`config.mk`:
```
export PLATFORM = sky130hd
export DESIGN_NAME = regfile_access_arbiter
export DESIGN_NICKNAME = d
export VERILOG_FILES = /design/src/rtl/regfile_access_arbiter.sv
export SDC_FILE = /design/constraint.sdc
export NUM_CORES = 1
export LEC_CHECK = 0
export CORE_AREA = 8 8 58 60
export CTS_CLUSTER_SIZE = 12
export DETAILED_ROUTE_END_ITERATION = 12
export DIE_AREA = 0 0 66 68
export PLACE_DENSITY = 0.86
export SETUP_SLACK_MARGIN = 0.1
export SLEW_MARGIN = 25
export SYNTH_ARGS = -nofsm -noshare
export SYNTH_HDL_FRONTEND = slang
export SYNTH_SLANG_ARGS = --single-unit
```
`constraint.sdc`:
```
create_clock -name clk -period 1.9 [get_ports clk]
set_input_delay 0.285 -clock clk [delete_from_list [all_inputs] [get_ports clk]]
set_output_delay 0.285 -clock clk [all_outputs]
set_load 0.01 [all_outputs]
```
`src/rtl/regfile_access_arbiter.sv`:
```
// Arbitrates the shared register file ports between the core datapath (req 0) and debug/loader (req 1).
// After reset it first writes INIT_VAL to every register, then serves one request per cycle round-robin.
module regfile_access_arbiter #(
  parameter int DATA_W = 4,
  parameter int ADDR_W = 2,
  parameter logic [DATA_W-1:0] INIT_VAL = '0
) (
  input  logic                clk,
  input  logic                rst_n,
  input  logic [1:0]          req_valid,
  input  logic [1:0]          req_we,
  input  logic [2*ADDR_W-1:0] req_addr_a,
  input  logic [2*ADDR_W-1:0] req_addr_b,
  input  logic [2*DATA_W-1:0] req_wdata,
  output logic [1:0]          req_ready,
  output logic [1:0]          rsp_valid,
  output logic [DATA_W-1:0]   rsp_data_a,
  output logic [DATA_W-1:0]   rsp_data_b,
  output logic [ADDR_W-1:0]   rf_read_reg1,
  output logic [ADDR_W-1:0]   rf_read_reg2,
  output logic [ADDR_W-1:0]   rf_write_reg,
  output logic [DATA_W-1:0]   rf_write_data,
  output logic                rf_reg_write,
  input  logic [DATA_W-1:0]   rf_read_data1,
  input  logic [DATA_W-1:0]   rf_read_data2,
  output logic                init_done
);

  localparam int NUM_REGS = 2**ADDR_W;

  typedef enum logic {INIT, RUN} stateT;

  stateT             state;
  logic [ADDR_W-1:0] initCnt;
  logic              rrPtr;
  logic [1:0]        grant;
  logic              grantIdx;
  logic              anyGrant;
  logic              grantWe;
  logic [1:0]        readGrant;
  logic [ADDR_W-1:0] grantAddrA;
  logic [ADDR_W-1:0] grantAddrB;
  logic [DATA_W-1:0] grantWdata;

  // On contention rrPtr names the requester that did not win last time
  always_comb begin
    grant = 2'b00;
    if (state == RUN) begin
      case (req_valid)
        2'b01:   grant = 2'b01;
        2'b10:   grant = 2'b10;
        2'b11:   grant = rrPtr ? 2'b10 : 2'b01;
        default: grant = 2'b00;
      endcase
    end
  end

  assign req_ready  = grant;
  assign grantIdx   = grant[1];
  assign anyGrant   = |grant;
  assign grantWe    = grantIdx ? req_we[1] : req_we[0];
  assign readGrant  = grant & ~req_we;
  assign grantAddrA = grantIdx ? req_addr_a[2*ADDR_W-1:ADDR_W] : req_addr_a[ADDR_W-1:0];
  assign grantAddrB = grantIdx ? req_addr_b[2*ADDR_W-1:ADDR_W] : req_addr_b[ADDR_W-1:0];
  assign grantWdata = grantIdx ? req_wdata[2*DATA_W-1:DATA_W] : req_wdata[DATA_W-1:0];

  always_comb begin
    rf_reg_write  = 1'b0;
    rf_write_reg  = '0;
    rf_write_data = '0;
    rf_read_reg1  = '0;
    rf_read_reg2  = '0;
    if (state == INIT) begin
      rf_reg_write  = 1'b1;
      rf_write_reg  = initCnt;
      rf_write_data = INIT_VAL;
    end else if (anyGrant && grantWe) begin
      rf_reg_write  = 1'b1;
      rf_write_reg  = grantAddrA;
      rf_write_data = grantWdata;
    end else if (anyGrant) begin
      rf_read_reg1 = grantAddrA;
      rf_read_reg2 = grantAddrB;
    end
  end

  // Read data is captured at the grant edge; rsp_data holds until the next read
  always_ff @(posedge clk or negedge rst_n) begin
    if (!rst_n) begin
      state      <= INIT;
      initCnt    <= '0;
      rrPtr      <= 1'b0;
      rsp_valid  <= 2'b00;
      rsp_data_a <= '0;
      rsp_data_b <= '0;
      init_done  <= 1'b0;
    end else begin
      rsp_valid <= readGrant;
      if (|readGrant) begin
        rsp_data_a <= rf_read_data1;
        rsp_data_b <= rf_read_data2;
      end
      if (anyGrant) begin
        rrPtr <= ~grantIdx;
      end
      if (state == INIT) begin
        initCnt <= initCnt + 1'b1;
        if (initCnt == ADDR_W'(NUM_REGS - 1)) begin
          state     <= RUN;
          init_done <= 1'b1;
        end
      end
    end
  end

endmodule
```
# After elaboration in Yosys (flattened, before gate mapping)
# Index checks and enable logic that the tools add are counted.
[word_totals]
regBits = 15
in_bits = 30
output_inout_bits = 24
word_cells = 41
[op_classes]
n_addsub = 1
eq_ne = 4
muxes = 21
bitwise = 4
reduce_logical = 4
[op_table]
columns = ["op", "count"]
rows = [
  ["two-way mux 2 bit", 12],
  ["two-way mux 4 bit", 3],
  ["equality test 2 bit (second input constant)", 3],
  ["case mux 2 bit (3 select lines)", 1],
  ["two-way mux 1 bit", 5],
  ["OR reduction 2 bit", 2],
  ["adder 2 x 1 -> 2 bit (second input constant)", 1],
  ["AND 2 bit", 1],
  ["equality test 2 x 1 -> 1 bit (second input constant)", 1],
  ["inverter 1 bit", 2],
  ["inverter 2 bit", 1],
  ["AND reduction 2 bit", 1],
  ["logical AND 1 bit", 1],
]

# Depth between registers and ports, before layout
[depth]
depth_word = 7
depth_mapped = 6
mapped_depth_nobuf = 5

# Worst setup path after synthesis
# Ideal clock, no wire load.
[synth_timing]
kind = "register to output"
from = "reg rrPtr"
to = "out rf_read_reg1[1]"
arrival_ns = 1.390
required_ns = 1.615
setup_slack_ns = 0.225
stages_incl_launch_ff = 6
n_path_buf = 0
path_cell_list = "dfrtp_1 -> nand2b_4 -> nand3_4 -> inv_2 -> a32oi_1 -> nor2b_1"
[synth_via]
elab_chain_len = 7
elab_cells_between_ends = 10
classes_between = "mux (8); reduce/logical (2)"
[synth_rtl]
columns = ["item", "line_no", "source"]
rows = [
  ["start, declared", "35", "logic rrPtr;"],
  ["start signal, assigned", "104", "rrPtr <= ~grantIdx;"],
  ["two-way mux 2 bit *", "52", "2'b11: grant = rrPtr ? 2'b10 : 2'b01;"],
  ["case mux 2 bit (3 select lines) *", "49", "case (req_valid)"],
  ["two-way mux 2 bit *", "48", "if (state == RUN) begin"],
  ["net req_ready[1]", "15", "output logic [1:0] req_ready,"],
  ["two-way mux 2 bit (tied with other cells)", "63", "assign grantAddrA = grantIdx ? req_addr_a[2*ADDR_W-1:ADDR_W] : req_addr_a[ADDR_W-1:0];"],
  ["two-way mux 2 bit / logical AND 1 bit (equally long branches)", "81, 77", ""],
  ["two-way mux 2 bit *", "77", "end else if (anyGrant && grantWe) begin"],
  ["two-way mux 2 bit *", "73", "if (state == INIT) begin"],
  ["end, declared", "19", "output logic [ADDR_W-1:0] rf_read_reg1,"],
]
# Mark *: on every way through the listed nets, which the timed path passes. The rest lies on a longest branch.

# Worst setup path after layout
[layout_timing]
from = "reg rrPtr"
to = "out rf_write_data[0]"
[layout_via]
elab_chain_len = 7
elab_cells_between_ends = 9
classes_between = "mux (7); reduce/logical (2)"
[layout_rtl]
columns = ["item", "line_no", "source"]
rows = [
  ["two-way mux 2 bit *", "52", ""],
  ["case mux 2 bit (3 select lines) *", "49", ""],
  ["two-way mux 2 bit *", "48", ""],
  ["OR reduction 2 bit / two-way mux 1 bit (equally long branches)", "60, 61", ""],
  ["logical AND 1 bit", "77", ""],
  ["two-way mux 4 bit *", "77", ""],
  ["two-way mux 4 bit *", "73", ""],
  ["end, declared", "22", "output logic [DATA_W-1:0] rf_write_data,"],
]
# Every way passes the cells marked *; elsewhere a longest branch is shown, timed or not.

==> results.yml <==
status:
  status: "finished, violations left"
  violations: "setup timing"
placement:
  dp_hpwl_um: 2260
  gp_congestion: 0.869
  numPortBuffers: 53
  post_dp_cell_area_um2: 1470
critical_path:
  critPathKind: "flip-flop to output port"
  r2r_start: "rrPtr"
  crit_fanout: 4
  rrSetupSlack_ns: 0.18
  crit_arrival_ns: 1.63
  startpoint: "rrPtr"
  crit_path_end: "rf_write_data[0]"
  reg2reg_to: "rsp_data_b[3]"
  startpoint_type: "flip-flop"
  cp-end-kind: "output port"
  reg2reg_depth: 6
  worstPathRequired_ns: 1.62
route:
  dr_total_vias: 865
  routed.top_layer: "met4"
  dr.pass1.iters: 4
  wl_um: 2930
  antenna_left: 0
  wire_per_inst_um: 16.4
  first_iter_violations: 27
  wl_met1_um: 1100
  wl_met2_um: 1590
  viasPerCell: 4.83
  drc: 0
  wl_met3_um: 170
logic_synthesis:
  synthTopCellsByArea: "dfrtp_1 (45%), mux2_4 (13%), mux2i_1 (4.8%)"
  synth_mux_area_share_pct: 20.2
  ys_ff_latch: 15
  ys.warnings.count: 0
  syn_avg_cell_area_um2: 11.2
  yosysTopAreaCell: "dfrtp_1"
  yosys.area_share.simple_pct: 12.8
  synth_top_area_share_pct: 45.2
  syn_inst: 74
  ys_types: 27
  syn_area_um2: 830
  yosys.area_share.adder_pct: 1.51
  synth_fp_nets: 105
  synth_top_family_by_area: "multiplexers"
  synth_compound_area_share_pct: 14.5
  yosysSeqAreaShare_pct: 45.2
  synth_xor_xnor_area_share_pct: 1.06
cts:
  htreeDepth: 1
  cts_buffers: 3
  hold_buffers: 0
  clockBufferDepth: 2
  ctsRootBufferMaster: "clkbuf_4"
  numClockSinks: 15
  clk_latency_ns: 0.28
  cts_tree: "built"
  path_clk_slew_ns: 0.09
pwr:
  vdd_drop_max_mv: 0.621
  powerDensity_nw_per_um2: 626
  leakage_nw: 0.758
floorplan:
  dieArea_um2: 4490
  coreArea_um2: 2570
  die_w_um: 66
  std_cell_rows: 19
  fp.dieH_um: 68
  initial_core_util_pct: 32.3
  pin_count: 54
global_route:
  gr-total-overflow: 0
  grt_usage_pct: 13.0
  antenna_found_initial: 0
  grt_max_degree: 16
  grt_pass1_vias: 918
  grt_pass1_wl_um: 4570
final_layout:
  fin_util_pct: 61.7
  drive_above_1_share_pct: 45.3
  diodes: 0
  layout.nets: 180
  area_growth_pct: 91.1
  fin_area_um2: 1590
sta:
  worstMarginPinSlew_ns: 0.663
  setup_viol: 3
  slew_viol_final: 0
  relSlewSlack_pct: 55.7
  hold_violations: 0
  rsz0062_at_grt: "yes"
  period_share_pct: 101
  fin_worst_skew_ns: 0.00447
  fin_crit_ns: 1.91
  maxClockFrequency_mhz: 523
  setup_ws_ns: -0.0117
hold_path:
  hold_class: "input pin to async pin"
flow_run:
  cap_violations: 0
==> worst max-delay path, stage by stage, from the launching register on <==
cell and delay, ns:
dfrtp_1 0.43, nand2b_4 0.17, nand3_4 0.10, inv_4 0.06
a32oi_4 0.19, buf_6 0.14, buf_6 0.09, nor2_2 0.03
buf_2 0.14
==> synth_stat cells <==
cell / n
a32o_1: 1
buf_2: 1
buf_4: 1
a21oi_1: 5
buf_6: 1
mux2_2: 2
dfrtp_1: 15
a21boi_2: 1
nor2b_1: 1
nand2_2: 1
a21o_1: 1
o22a_1: 1
inv_1: 2
a31oi_1: 5
ha_1: 1
nand2b_4: 1
inv_2: 1
clkbuf_1: 1
a32oi_1: 1
nor2_1: 9
o2bb2ai_1: 2
nand3_4: 1
mux2_4: 7
xnor2_1: 1
or2_2: 1
nand2_1: 6
mux2i_1: 4
==> how the worst min path moves through the flow <==
stage,startpoint,end,slack (ns),cells after the start
2_1_floorplan,rst_n,initCnt[0],-0.01,0
3_3_place_gp,init_done,init_done,0.44,1
3_5_place_dp,init_done,init_done,0.45,1
6_report,rst_n,rsp_data_b[2],0.40,1
5_1_grt,rst_n,rsp_valid[1],0.44,1
4_1_cts,rst_n,rsp_data_b[2],0.42,1
==> cell families after synthesis <==
| logic type | after synthesis |
|---|---|
| AND/OR/NAND/NOR | 20 |
| AO/OA/AOI/OAI | 17 |
| flip-flops | 15 |
| multiplexers | 13 |
| buffers and inverters | 7 |
| XOR/XNOR | 1 |
| adder cells (fa/ha/maj) | 1 |
==> cells in the final DEF, fill, tap and decap left out, types with 3 or more instances in the layout <==
master           synthesis  layout
clkdlybuf4s50_1          0      38
buf_4                    1      19
dfrtp_1                 15      14
buf_2                    1       8
nor2_1                   9       7
mux2_4                   7       7
nand2_1                  6       4
a31oi_1                  5       4
buf_6                    1       4
nand2_2                  1       3
a21oi_1                  5       3
clkbuf_4                 0       3
clkbuf_2                 0       3
==> flip-flops by register name (all words and copies together) (netlist names) <==
| name | flops |
|---|---|
| rsp_valid | 2 |
| initCnt | 2 |
| rrPtr | 1 |
| rsp_data_a | 4 |
| state | 1 |
| rsp_data_b | 4 |
| init_done | 1 |
==> what timing repair did <==
action                                 4_1_cts  5_1_grt
endpoints found under the hold margin        0        0
pin swaps                                    9        6
setup buffers                                8        1
cloned                                       0        0
setup endpoints to repair                   13       12
gates resized for setup                     58       15
==> through the flow <==
stage          power, W  instances  hold slack (ns)  setup WS [ns]  setup TNS, ns
2_1_floorplan  0.000543         74          -0.0106          0.225              0
3_3_place_gp   0.000770        167            0.444         -0.480          -5.82
3_5_place_dp   0.000782        167            0.449         -0.532          -6.43
4_1_cts        0.000984        178            0.415        -0.0419         -0.132
5_1_grt         0.00105        179            0.437         -0.106         -0.662
6_report       0.000992        179            0.401        -0.0117        -0.0225
==> cell type report <==
type | instances | area [um2]
inverters | 3 | 13.8
repair buffers | 74 | 641
flip-flops and latches | 15 | 377
clock inverters | 1 | 5.00
multi-input cells | 52 | 488
clock buffers | 3 | 22.5
fillers | 208 | 982
well taps | 31 | 38.8
==> power by group <==
part	switching, W	internal (W)
logic	0.000162	0.000269
registers	0.0000229	0.000357
clock network	0.000102	0.0000781
total	0.000287	0.000704
==> routing by layer <==
layer	track usage [%]	up-vias
met5	0	-
met4	5.07	0
met1	13.5	414
li1	-	410
met2	23.9	35
met3	4.26	6
No activity file was read; power rests on OpenSTA's default activity.
